## config.mk

```make
export PLATFORM = sky130hd
export DESIGN_NAME = priv_ext_csr_requester_flat
export DESIGN_NICKNAME = d
export VERILOG_FILES = /design/src/rtl/priv_ext_csr_requester_if.sv /design/src/rtl/priv_ext_csr_requester.sv /design/src/flat_wrapper.sv
export SDC_FILE = /design/constraint.sdc
export NUM_CORES = 1
export LEC_CHECK = 0
export CAP_MARGIN = 15
export CORE_MARGIN = 2
export CORE_UTILIZATION = 53
export DETAILED_ROUTE_END_ITERATION = 8
export PLACE_DENSITY = 0.95
export REMOVE_ABC_BUFFERS = 1
export SYNTH_ARGS = -nofsm -noshare
export SYNTH_HDL_FRONTEND = slang
export SYNTH_SLANG_ARGS = --single-unit
```

## constraint.sdc

```tcl
create_clock -name clk -period 6.9 [get_ports clk]
set_clock_uncertainty 0.1 [all_clocks]
set_input_delay 1.38 -clock clk [delete_from_list [all_inputs] [get_ports clk]]
set_output_delay 1.38 -clock clk [all_outputs]
set_load 0.005 [all_outputs]
```

## src/rtl/priv_ext_csr_requester_if.sv

```systemverilog
// Privilege-extension CSR bus: execute-stage request/response plus the broadcast extension bus.
// master = CSR requester, slave = pipeline/extension side driving requests and ack data.
interface priv_ext_csr_requester_if #(
  parameter int NUM_EXT = 2
);
  logic                     req_valid;
  logic                     req_ready;
  logic [11:0]              req_addr;
  logic [1:0]               req_op;
  logic [31:0]              req_wdata;
  logic                     req_write_en;
  logic                     resp_valid;
  logic [31:0]              resp_rdata;
  logic                     resp_invalid;
  logic [11:0]              ext_csr_addr;
  logic                     ext_csr_active;
  logic [31:0]              ext_value_in;
  logic [NUM_EXT-1:0]       ext_ack;
  logic [NUM_EXT-1:0]       ext_invalid_csr;
  logic [32*NUM_EXT-1:0]    ext_value_out;

  modport master (
    input  req_valid, req_addr, req_op, req_wdata, req_write_en,
    input  ext_ack, ext_invalid_csr, ext_value_out,
    output req_ready, resp_valid, resp_rdata, resp_invalid,
    output ext_csr_addr, ext_csr_active, ext_value_in
  );

  modport slave (
    output req_valid, req_addr, req_op, req_wdata, req_write_en,
    output ext_ack, ext_invalid_csr, ext_value_out,
    input  req_ready, resp_valid, resp_rdata, resp_invalid,
    input  ext_csr_addr, ext_csr_active, ext_value_in
  );
endinterface

```

## src/rtl/priv_ext_csr_requester.sv

```systemverilog
// Zicsr read-modify-write initiator over the extension CSR bus; one access in flight at a time.
// Latency: 1 cycle (illegal op), 2 (read), 3 (write); req_ready only in IDLE, response has no backpressure.
module priv_ext_csr_requester #(
  parameter int NUM_EXT        = 2,
  parameter int TIMEOUT_CYCLES = 8
) (
  input  logic                         clk,
  input  logic                         n_rst,
  priv_ext_csr_requester_if.master     bus
);
  localparam int CNT_W = $clog2(TIMEOUT_CYCLES) + 1;
  localparam logic [1:0] OP_RW = 2'b01;
  localparam logic [1:0] OP_RS = 2'b10;

  typedef enum logic [1:0] {S_IDLE, S_READ, S_WRITE, S_RESP} state_t;

  state_t            state;
  logic [11:0]       addr_q;
  logic [1:0]        op_q;
  logic [31:0]       wdata_q;
  logic              we_q;
  logic [31:0]       old_q;
  logic [CNT_W-1:0]  cnt;

  logic              hit;
  logic [31:0]       hit_val;
  logic [31:0]       new_val;

  // Descending scan so the lowest-index responder is the one left standing.
  always_comb begin
    hit     = 1'b0;
    hit_val = '0;
    for (int i = NUM_EXT - 1; i >= 0; i--) begin
      if (bus.ext_ack[i] && !bus.ext_invalid_csr[i]) begin
        hit     = 1'b1;
        hit_val = bus.ext_value_out[32*i +: 32];
      end
    end
  end

  always_comb begin
    new_val = wdata_q;
    if (op_q == OP_RS)
      new_val = hit_val | wdata_q;
    else if (op_q != OP_RW)
      new_val = hit_val & ~wdata_q;
  end

  always_ff @(posedge clk or negedge n_rst) begin
    if (!n_rst) begin
      state              <= S_IDLE;
      addr_q             <= '0;
      op_q               <= '0;
      wdata_q            <= '0;
      we_q               <= 1'b0;
      old_q              <= '0;
      cnt                <= '0;
      bus.req_ready      <= 1'b1;
      bus.resp_valid     <= 1'b0;
      bus.resp_rdata     <= '0;
      bus.resp_invalid   <= 1'b0;
      bus.ext_csr_addr   <= '0;
      bus.ext_csr_active <= 1'b0;
      bus.ext_value_in   <= '0;
    end else begin
      bus.resp_valid     <= 1'b0;
      bus.ext_csr_active <= 1'b0;
      bus.ext_value_in   <= '0;
      case (state)
        S_IDLE: begin
          if (bus.req_valid && bus.req_ready) begin
            addr_q        <= bus.req_addr;
            op_q          <= bus.req_op;
            wdata_q       <= bus.req_wdata;
            we_q          <= bus.req_write_en;
            bus.req_ready <= 1'b0;
            if (bus.req_op == 2'b00) begin
              state            <= S_RESP;
              bus.resp_valid   <= 1'b1;
              bus.resp_invalid <= 1'b1;
              bus.resp_rdata   <= '0;
            end else begin
              state            <= S_READ;
              cnt              <= '0;
              bus.ext_csr_addr <= bus.req_addr;
            end
          end
        end
        S_READ: begin
          if (hit) begin
            if (we_q && addr_q[11:10] == 2'b11) begin
              state            <= S_RESP;
              bus.resp_valid   <= 1'b1;
              bus.resp_invalid <= 1'b1;
              bus.resp_rdata   <= '0;
            end else if (we_q) begin
              // resp_rdata must hold the previous response until RESP, so park the old value.
              state              <= S_WRITE;
              old_q              <= hit_val;
              bus.ext_csr_active <= 1'b1;
              bus.ext_value_in   <= new_val;
            end else begin
              state            <= S_RESP;
              bus.resp_valid   <= 1'b1;
              bus.resp_invalid <= 1'b0;
              bus.resp_rdata   <= hit_val;
            end
          end else if (cnt == CNT_W'(TIMEOUT_CYCLES - 1)) begin
            state            <= S_RESP;
            bus.resp_valid   <= 1'b1;
            bus.resp_invalid <= 1'b1;
            bus.resp_rdata   <= '0;
          end else begin
            cnt <= cnt + CNT_W'(1);
          end
        end
        S_WRITE: begin
          state            <= S_RESP;
          bus.resp_valid   <= 1'b1;
          bus.resp_invalid <= 1'b0;
          bus.resp_rdata   <= old_q;
        end
        S_RESP: begin
          state         <= S_IDLE;
          bus.req_ready <= 1'b1;
        end
        default: state <= S_IDLE;
      endcase
    end
  end
endmodule

```

## src/flat_wrapper.sv

```systemverilog
// flat-port wrapper written by rule: the top's interface ports become plain ports
module priv_ext_csr_requester_flat 
#(
  parameter int NUM_EXT        = 2,
  parameter int TIMEOUT_CYCLES = 8
)
  (clk, n_rst, bus_req_valid, bus_req_addr, bus_req_op, bus_req_wdata, bus_req_write_en, bus_ext_ack, bus_ext_invalid_csr, bus_ext_value_out, bus_req_ready, bus_resp_valid, bus_resp_rdata, bus_resp_invalid, bus_ext_csr_addr, bus_ext_csr_active, bus_ext_value_in);
  priv_ext_csr_requester_if #(.NUM_EXT(NUM_EXT)) bus_i ();
  input  logic clk;
  input  logic n_rst;
  input wire logic [$bits(bus_i.req_valid)-1:0] bus_req_valid;
  input wire logic [$bits(bus_i.req_addr)-1:0] bus_req_addr;
  input wire logic [$bits(bus_i.req_op)-1:0] bus_req_op;
  input wire logic [$bits(bus_i.req_wdata)-1:0] bus_req_wdata;
  input wire logic [$bits(bus_i.req_write_en)-1:0] bus_req_write_en;
  input wire logic [$bits(bus_i.ext_ack)-1:0] bus_ext_ack;
  input wire logic [$bits(bus_i.ext_invalid_csr)-1:0] bus_ext_invalid_csr;
  input wire logic [$bits(bus_i.ext_value_out)-1:0] bus_ext_value_out;
  output wire logic [$bits(bus_i.req_ready)-1:0] bus_req_ready;
  output wire logic [$bits(bus_i.resp_valid)-1:0] bus_resp_valid;
  output wire logic [$bits(bus_i.resp_rdata)-1:0] bus_resp_rdata;
  output wire logic [$bits(bus_i.resp_invalid)-1:0] bus_resp_invalid;
  output wire logic [$bits(bus_i.ext_csr_addr)-1:0] bus_ext_csr_addr;
  output wire logic [$bits(bus_i.ext_csr_active)-1:0] bus_ext_csr_active;
  output wire logic [$bits(bus_i.ext_value_in)-1:0] bus_ext_value_in;
  assign bus_i.req_valid = bus_req_valid;
  assign bus_i.req_addr = bus_req_addr;
  assign bus_i.req_op = bus_req_op;
  assign bus_i.req_wdata = bus_req_wdata;
  assign bus_i.req_write_en = bus_req_write_en;
  assign bus_i.ext_ack = bus_ext_ack;
  assign bus_i.ext_invalid_csr = bus_ext_invalid_csr;
  assign bus_i.ext_value_out = bus_ext_value_out;
  assign bus_req_ready = bus_i.req_ready;
  assign bus_resp_valid = bus_i.resp_valid;
  assign bus_resp_rdata = bus_i.resp_rdata;
  assign bus_resp_invalid = bus_i.resp_invalid;
  assign bus_ext_csr_addr = bus_i.ext_csr_addr;
  assign bus_ext_csr_active = bus_i.ext_csr_active;
  assign bus_ext_value_in = bus_i.ext_value_in;
  priv_ext_csr_requester #(.NUM_EXT(NUM_EXT), .TIMEOUT_CYCLES(TIMEOUT_CYCLES)) u_core (.clk(clk), .n_rst(n_rst), .bus(bus_i));
endmodule
```

# Yosys cells after proc, flatten, opt, wreduce, memory -nomap -nowiden
# Index checks and enable logic that the tools add are counted.
# word_totals
regBits	165
inputBits	118
out_inout_bits	80
elab_cells	101
# classes
addsub	1
eq_ne	14
mux	49
bitwise	5
reduce_logical	18
# ops
operator	count
$mux 32	14
$pmux 32 s3	1
$and 32x32->32	1
$not 32->32	1
$or 32x32->32	1
$mux 1	20
$mux 4	4
$mux 2	5
$reduce_and 5->1	2
$eq 2x2->1 const B	4
$pmux 2 s4	1
$pmux 4 s2	1
$ne 2x1->1 const B	3
$ne 2x2->1 const B	3
$pmux 1 s3	2
$reduce_and 2->1	3
$add 4x1->4 const B	1
$eq 4x3->1 const B	1
$logic_and 1x1->1	4
$logic_not 2->1	2
$ne 4x4->1 const B	1
$reduce_and 4->1	1
$reduce_bool 2->1	2
$ne 3x1->1 const B	1
6 further kinds	8

# Longest topological paths before layout
# Gate-level depths: netlist of run 1.
# logic_depth
depth_word	11
ltp_mapped	8
mapped_depth_nobuf	6

# Worst setup path after synthesis of run 1
# No wires, ideal clock.
# synth_timing
path_kind	input port to flip-flop
startpoint	input port bus_ext_ack[1]
endpoint	register u_core.bus.resp_rdata[22]
arrival_ns	2.954
required_time_ns	6.675
slack_ns	3.720
cell_stages	6
n_path_buf	2
path_cell_list	nor2b_1 buf_6 or3_4 a311oi_4 buf_6 mux2_4
# synth_via
elab_chain_cells	7
word_cells_on_any_way	12
cone_classes	2 x eq/ne; 8 x mux; 2 x reduce/logical
# synth_rtl
item	line_no	rtl
start: declaration	flat_wrapper.sv:16	input wire logic [$bits(bus_i.ext_ack)-1:0] bus_ext_ack;
$logic_and 1x1->1 *	priv_ext_csr_requester.sv:34	if (bus.ext_ack[i] && !bus.ext_invalid_csr[i]) begin
$mux 32 (2 in a row)	priv_ext_csr_requester.sv:34	
$mux 32	priv_ext_csr_requester.sv:96	end else if (we_q) begin
$mux 32	priv_ext_csr_requester.sv:91	if (we_q && addr_q[11:10] == 2'b11) begin
$mux 32	priv_ext_csr_requester.sv:90	if (hit) begin
$pmux 32 s3	priv_ext_csr_requester.sv:69	case (state)
end signal: assignment	priv_ext_csr_requester.sv:106	bus.resp_rdata <= hit_val;
end signal: assignment	priv_ext_csr_requester.sv:121	bus.resp_rdata <= old_q;
end: declaration	priv_ext_csr_requester_if.sv:25	output req_ready, resp_valid, resp_rdata, resp_invalid,
# Every way passes the cells marked *; elsewhere a longest branch is shown, timed or not. The select of a mux whose other input is x is not followed.
# A chain may end at the register's enable or synchronous reset.

# Worst setup path in the final report of run 1
# layout_timing
startpoint	input port bus_ext_invalid_csr[0]
endpoint	register u_core.bus.resp_rdata[1]
# layout_via
elab_chain_cells	7
word_cells_on_any_way	11
cone_classes	2 x eq/ne; 6 x mux; 3 x reduce/logical
# layout_rtl
item	line_no	rtl
start: declaration	flat_wrapper.sv:17	input wire logic [$bits(bus_i.ext_invalid_csr)-1:0] bus_ext_invalid_csr;
$logic_not 1->1 *	priv_ext_csr_requester.sv:34	
$logic_and 1x1->1 *	priv_ext_csr_requester.sv:34	
$mux 32	priv_ext_csr_requester.sv:34	
$mux 32	priv_ext_csr_requester.sv:96	
$mux 32	priv_ext_csr_requester.sv:91	
$mux 32	priv_ext_csr_requester.sv:90	
$pmux 32 s3	priv_ext_csr_requester.sv:69	
# Marked as above.

==> results of run 1 <==
## routing by layer
layer / vias to the layer above / global-route usage, % / part of all wire (%)
met1: 2945 / 32.93 / 38
li1: 2620 / - / -
met2: 315 / 47.77 / 51
met3: 53 / 8.718 / 8.2
met5: - / 0 / 0
met4: 0 / 13.42 / 2.3
## power by group through the flow
stage	combinational, mW	sequential (mW)	clock (mW)
floorplan	0.895	1.45	0
global placement	1.43	1.42	0
detailed placement	1.53	1.45	0
CTS	1.55	1.44	1.11
global route	1.70	1.47	1.14
finish	1.58	1.45	1.10
## flip-flops by register name, summed over array words and instances, names as in the netlist
| register | flops |
|---|---|
| u_core.bus.ext_value_in | 32 |
| u_core.bus.resp_rdata | 32 |
| u_core.old_q | 32 |
| u_core.wdata_q | 32 |
| u_core.bus.ext_csr_addr | 12 |
| u_core.cnt | 4 |
| u_core.addr_q | 2 |
| u_core.op_q | 2 |
| u_core.state | 2 |
| u_core.bus.ext_csr_active | 1 |
| u_core.bus.req_ready | 1 |
| u_core.bus.resp_invalid | 1 |
| u_core.bus.resp_valid | 1 |
| u_core.we_q | 1 |
## worst reg2reg max path, cell delays in order, from the launching register on
cell and delay, ns:
dfrtp_1 0.41, ha_1 0.22, nand3b_1 0.21, or3_4 0.39
a311oi_4 0.78, buf_4 0.45, mux2_2 0.40
## worst paths after layout
kind	slack [ns]	to	from
worst max-delay path	2.06	u_core.bus.resp_rdata[1]	bus_ext_invalid_csr[0]
worst min-delay path	0.41	u_core.old_q[6]	u_core.old_q[6]
worst max register to register	3.81	u_core.bus.resp_rdata[1]	u_core.cnt[0]
worst min register to register	0.41	u_core.old_q[6]	u_core.old_q[6]
max in group asynchronous	4.40	u_core.op_q[0]	n_rst
min in group asynchronous	0.92	u_core.bus.ext_csr_addr[1]	n_rst
## final cells by class
class	instances	share of cell area, %
timing repair buffer	208	20.28
sequential	155	37.42
clock inverter	11	2.316
tap	180	2.172
clock buffer	20	4.403
multi-input combinational	402	33.15
inverter	7	0.2533
## stage by stage
step           power (mW)  area (µm²)  setup WS (ns)  instances
2_1_floorplan       2.347        7330          1.767        564
3_3_place_gp        2.845        9604          1.870        949
3_5_place_dp        2.975        9604          1.659        949
4_1_cts             4.096       10300          2.115        980
5_1_grt             4.319       10370          1.834        983
6_report            4.125       10370          2.058        983
## cells by family after synthesis
group | after synthesis
AOI/OAI and AO/OA | 124
xor gates and xnor gates | 32
adders and majority gates | 6
buffers and inverters | 56
DFF | 155
muxes | 115
and+or+nand+nor | 125
## cell usage in the layout (no fill, tap or decap), types with 6 or more instances in the layout
| master | n |
|---|---|
| a2111oi_0 | 31 |
| a22o_1 | 34 |
| a31o_2 | 31 |
| and3b_1 | 32 |
| buf_4 | 8 |
| bufinv_16 | 7 |
| clkbuf_16 | 17 |
| clkdlybuf4s50_1 | 196 |
| dfrtp_1 | 153 |
| ha_1 | 6 |
| inv_1 | 7 |
| mux2_2 | 104 |
| mux2_4 | 9 |
| nand2_1 | 8 |
| nor2_1 | 66 |
| xnor2_1 | 32 |
==> impl_metrics.csv, run 1 <==
group,metric,value,unit
run_status,status,"finished clean",
global_routing,grt_max_degree,97,
worst_setup_path,worstPathArrival,5.05,ns
clock_network,cts_hold_buf,0,
clock_network,clk_latency,0.43,ns
worst_setup_path,crit_chain,"clkdlybuf4s50_1, nand2b_2, a21o_1, a311oi_4, buf_4, mux2_2",
final_layout,area_growth,37.35,%
power,p_clk_share,26.7,%
place,routabilityCongestion,0.8258,
timing,worst-slew-pin-transition,1.127,ns
place,port_buffers,197,
timing,setup_viol,0,
timing,hold_violations,0,
power,powerDensity,397.7,nW/µm²
timing,fmax,206.5,MHz
drt,drt_iter0_drc,452,
drt,wl_per_cell,21.26,µm
floorplan,start_util,54.40,%
global_routing,antenna_found_initial,0,
final_layout,multiInputGateArea,3438,µm²
power,vdd_drop_max,213.9,µV
logic_synthesis,ys_seq_area_share,51.38,%
logic_synthesis,synthAdderAreaFrac,0.9942,%
floorplan,ios,198,
worst_setup_path,cpLargestDelayFamily,"buffers and inverters",
final_layout,seq_area,3881,µm²
run,drv_cap,0,
final_layout,antenna_cells,0,
clock_network,cts_root_buf,"clkbuf_16",
timing,setup_tns,0,ns
logic_synthesis,synth_top_area_share,51.04,%
floorplan,die_w,123.4,µm
worst_setup_path,cp.required,7.11,ns
logic_synthesis,synth_area,7551,µm²
worst_setup_path,cp_slowest_cell,"clkdlybuf4s50_1",
logic_synthesis,async_flop_share,100.0,%
logic_synthesis,synth_cells,613,
logic_synthesis,yosysWarnings,0,
logic_synthesis,synth_cell_types,43,
clock_network,path_clk_slew,0.06,ns
floorplan,dieArea,15220,µm²
clock_network,numCtsBuffers,17,
global_routing,grt_pass1_wl,32.53,mm
drt,wl,20.90,mm
power,power.switching,1.336,mW
power,sequentialPowerShare,35.1,%
worst_setup_path,slowest_delay,0.84,ns
clock_network,cts-resized-gates,0,
worst_setup_path,reg2reg_depth,6,
drt,drtPass1Iterations,5,
timing,finalCritPeriodShare,70.17,%
final_layout,fin_util,74.72,%
floorplan,fp.dieH,123.4,µm
worst_setup_path,path_max_fanout,36,
logic_synthesis,synth-seq-cells,155,
worst_setup_path,path_buf_inv,2,
global_routing,grt_usage,28.33,%
logic_synthesis,synth_flop_cell,"dfrtp_1",
power,power.share.combinational,38.3,%
logic_synthesis,synth_compound_area_share,13.99,%
timing,finalMaxSlewViolations,0,
power,power.leakage,4.617,nW
drt,vias,5933,
logic_synthesis,yosysTopAreaCell,"dfrtp_1",
logic_synthesis,synth-simple-area-share,9.080,%
floorplan,num_rows,43,
power,p_sw_share,32.39,%
global_routing,grt_pass1_vias,6426,
final_layout,fillers,828,
worst_setup_path,critical_path_class,"in2reg",
logic_synthesis,synth_xor_area_share,3.712,%
worst_setup_path,crit_path_end_kind,"flip-flop",
global_routing,grt_remaining_overflow,0,
timing,rsz0062_at_grt,"false",
drt,antenna_left,0,
drt,via_per_inst,6.036,
logic_synthesis,synth.area.mux_share,17.56,%
timing,period_needed,4.842,ns
final_layout,fin_nets,915,
clock_network,cts_tree,"yes",
logic_synthesis,synthTopCellsByCount,"dfrtp_1 (154), mux2_2 (104), nor2_1 (66)",
logic_synthesis,synth_top_family_by_area,"multiplexers",
worst_setup_path,worstSetupStartpointType,"input port",
clock_network,post-cts-setup-buffers,0,
worst_setup_path,crit_cells,6,
clock_network,clkSinkCount,155,
timing,hold_ws,0.4081,ns
drt,drc,0,
logic_synthesis,synth_area_leaders,"dfrtp_1 (51%), mux2_2 (16%), a22o_1 (3.9%)",
hold_path,hp-class,"reg2reg",
power,intPower,2.789,mW
hold_path,hold_path_depth,1,
logic_synthesis,synth_edf_count,0,
place,hpwl,13.69,mm
clock_network,cts_max_level,4,
logic_synthesis,synth_most_common_cell,"dfrtp_1",
clock_network,clockBufferDepth,2,
timing,slew_headroom,24.75,%
final_layout,drive_gt1_share,24.03,%
floorplan,core,13880,µm²
logic_synthesis,synth.avg_cell_area,12.32,µm²
(Power assumes the default switching activity.)
==> run 2: changes to the inputs <==
Settings changed: CORE_UTILIZATION 53 to 49, PLACE_DENSITY 0.95 to 0.92.
Clock period 6.9 ns to 4.6 ns, I/O delays scaled along.
==> run 2 against run 1 <==
Effect of this change: final cell count rose by 1.2%; count of clock-buffer cells in the layout is the same; setup slack worse by 1.0 ns; non-clock buffer count up 3; die area up 7.9%; power grew 43%; register-to-register slack lost 2.0 ns; global-route usage shrank 3.0 points; critical path depth stayed put; core utilization decreased by 6.8 points; routed wire length is 2.8% lower; sequential share of layout area rose by 0.28 points; critical endpoint is now u_core.bus.resp_rdata[20]; largest power group unchanged.
==> impl_metrics.csv, run 2 (synthesis results as in run 1) <==
group,metric,value,unit
floorplan,core,15150,µm²
worst_setup_path,worstPathArrival,3.77,ns
clock_network,cts-resized-gates,0,
final_layout,area_growth,36.32,%
global_routing,antenna_found_initial,0,
clock_network,path_clk_slew,0.06,ns
floorplan,die_w,128.1,µm
clock_network,numCtsBuffers,17,
drt,antenna_left,0,
power,fin_total_pwr,5.892,mW
floorplan,fp.dieH,128.1,µm
drt,wl,20.30,mm
drt,vias,5744,
clock_network,post-cts-setup-buffers,0,
timing,finalMaxSlewViolations,0,
worst_setup_path,cp.required,4.80,ns
final_layout,fillers,1063,
clock_network,clockBufferDepth,2,
final_layout,antenna_cells,0,
final_layout,final_cell_mix,"clkdlybuf4s50_1 (196), dfrtp_1 (153), mux2_2 (104)",
floorplan,ios,198,
worst_setup_path,worstSetupStartpointType,"input port",
floorplan,start_util,49.86,%
timing,rsz0062_at_grt,"false",
clock_network,cts_tree,"yes",
run,drv_cap,0,
clock_network,clk_latency,0.42,ns
run_status,status,"finished clean",
timing,hold_violations,0,
global_routing,grt_pass1_vias,5909,
global_routing,grt_pass1_wl,31.74,mm
place,routabilityCongestion,0.7968,
floorplan,dieArea,16420,µm²
final_layout,final_common_cell,"clkdlybuf4s50_1",
worst_setup_path,crit_path_end_kind,"flip-flop",
clock_network,clkSinkCount,155,
timing,hold_ws,0.3807,ns
global_routing,grt_remaining_overflow,0,
final_layout,drive_gt1_share,24.41,%
timing,fmax,280.0,MHz
timing,finalCritPeriodShare,77.65,%
global_routing,grt_max_degree,85,
power,power.leakage,4.569,nW
drt,drc,0,
worst_setup_path,critical_path_class,"in2reg",
drt,wl_per_cell,20.41,µm
worst_setup_path,path_max_fanout,25,
place,port_buffers,197,
hold_path,hp-class,"reg2reg",
clock_network,cts_hold_buf,0,
drt,drt_iter0_drc,414,
global_routing,grt_usage,25.37,%
clock_network,cts_max_level,4,
final_layout,fin_nets,918,
timing,setup_viol,0,
power,vdd_drop_max,458.6,µV
drt,via_per_inst,5.773,
timing,setup_slack,1.028,ns
floorplan,num_rows,45,
timing,period_needed,3.572,ns
drt,drtPass1Iterations,4,
clock_network,cts_root_buf,"clkbuf_16",
timing,slew_headroom,39.63,%
place,hpwl,13.42,mm
power,powerDensity,572.4,nW/µm²
place,preCtsSetupSlack,0.6089,ns
timing,worst-slew-pin-transition,0.9016,ns
==> run 2: changes by cell type in the layout (fill, tap and decap cells not counted), moves of 2 or more <==
cell        delta
bufinv_16      -5
buf_4          +3
buf_16         -2
buf_12         +3
clkinvlp_4     +4
==> run 2: metrics by stage <==
stage,cells,area (µm²),TNS (ns),utilization (%)
finish,995,10290,0,67.96
global route,995,10290,0,67.96
CTS,995,10290,0,67.96
detailed placement,963,9697,0,64.02
global placement,963,9697,0,64.02
floorplan,564,7330,-4.542,-
==> run 2: worst max-delay path, stage by stage <==
cell             delay (ns)
clkdlybuf4s50_1        0.86
nor2b_1                0.20
or3_4                  0.44
a311oi_4               0.67
buf_12                 0.28
mux2_2                 0.36
==> run 2: layer usage <==
metal  GRT usage [%]  routed length [µm]
met1           32.15                8506
met2           41.68                9889
met3           7.471                1463
met4           8.920                 444
met5               0                   0
==> run 2: final timing paths <==
kind / start / slack, ns / end / cells past startpoint
min in group asynchronous: n_rst / 0.45 / u_core.bus.ext_csr_addr[2] / 1
hold reg to reg: u_core.old_q[30] / 0.38 / u_core.old_q[30] / 2
max in group asynchronous: n_rst / 3.08 / u_core.old_q[2] / 2
hold / removal: u_core.old_q[30] / 0.38 / u_core.old_q[30] / 2
setup reg to reg: u_core.state[1] / 1.83 / u_core.bus.ext_value_in[10] / 5
setup / recovery: bus_ext_invalid_csr[0] / 1.03 / u_core.bus.resp_rdata[20] / 6
==> run 2: power breakdown <==
part	total (mW)	internal [mW]	switching, mW
clock network	1.41	0.833	0.575
registers	2.15	1.81	0.343
logic	2.33	1.27	1.07
total	5.89	3.91	1.98
==> run 2: final cells by class <==
type / count / area, µm² / share of cell area (%)
Sequential cell: 155 / 3881 / 37.71
Multi-Input combinational cell: 402 / 3438 / 33.40
Timing Repair Buffer: 211 / 2116 / 20.55
Clock buffer: 20 / 456.7 / 4.437
Tap cell: 188 / 235.2 / 2.285
Clock inverter: 12 / 140.1 / 1.361
Inverter: 7 / 26.28 / 0.2553
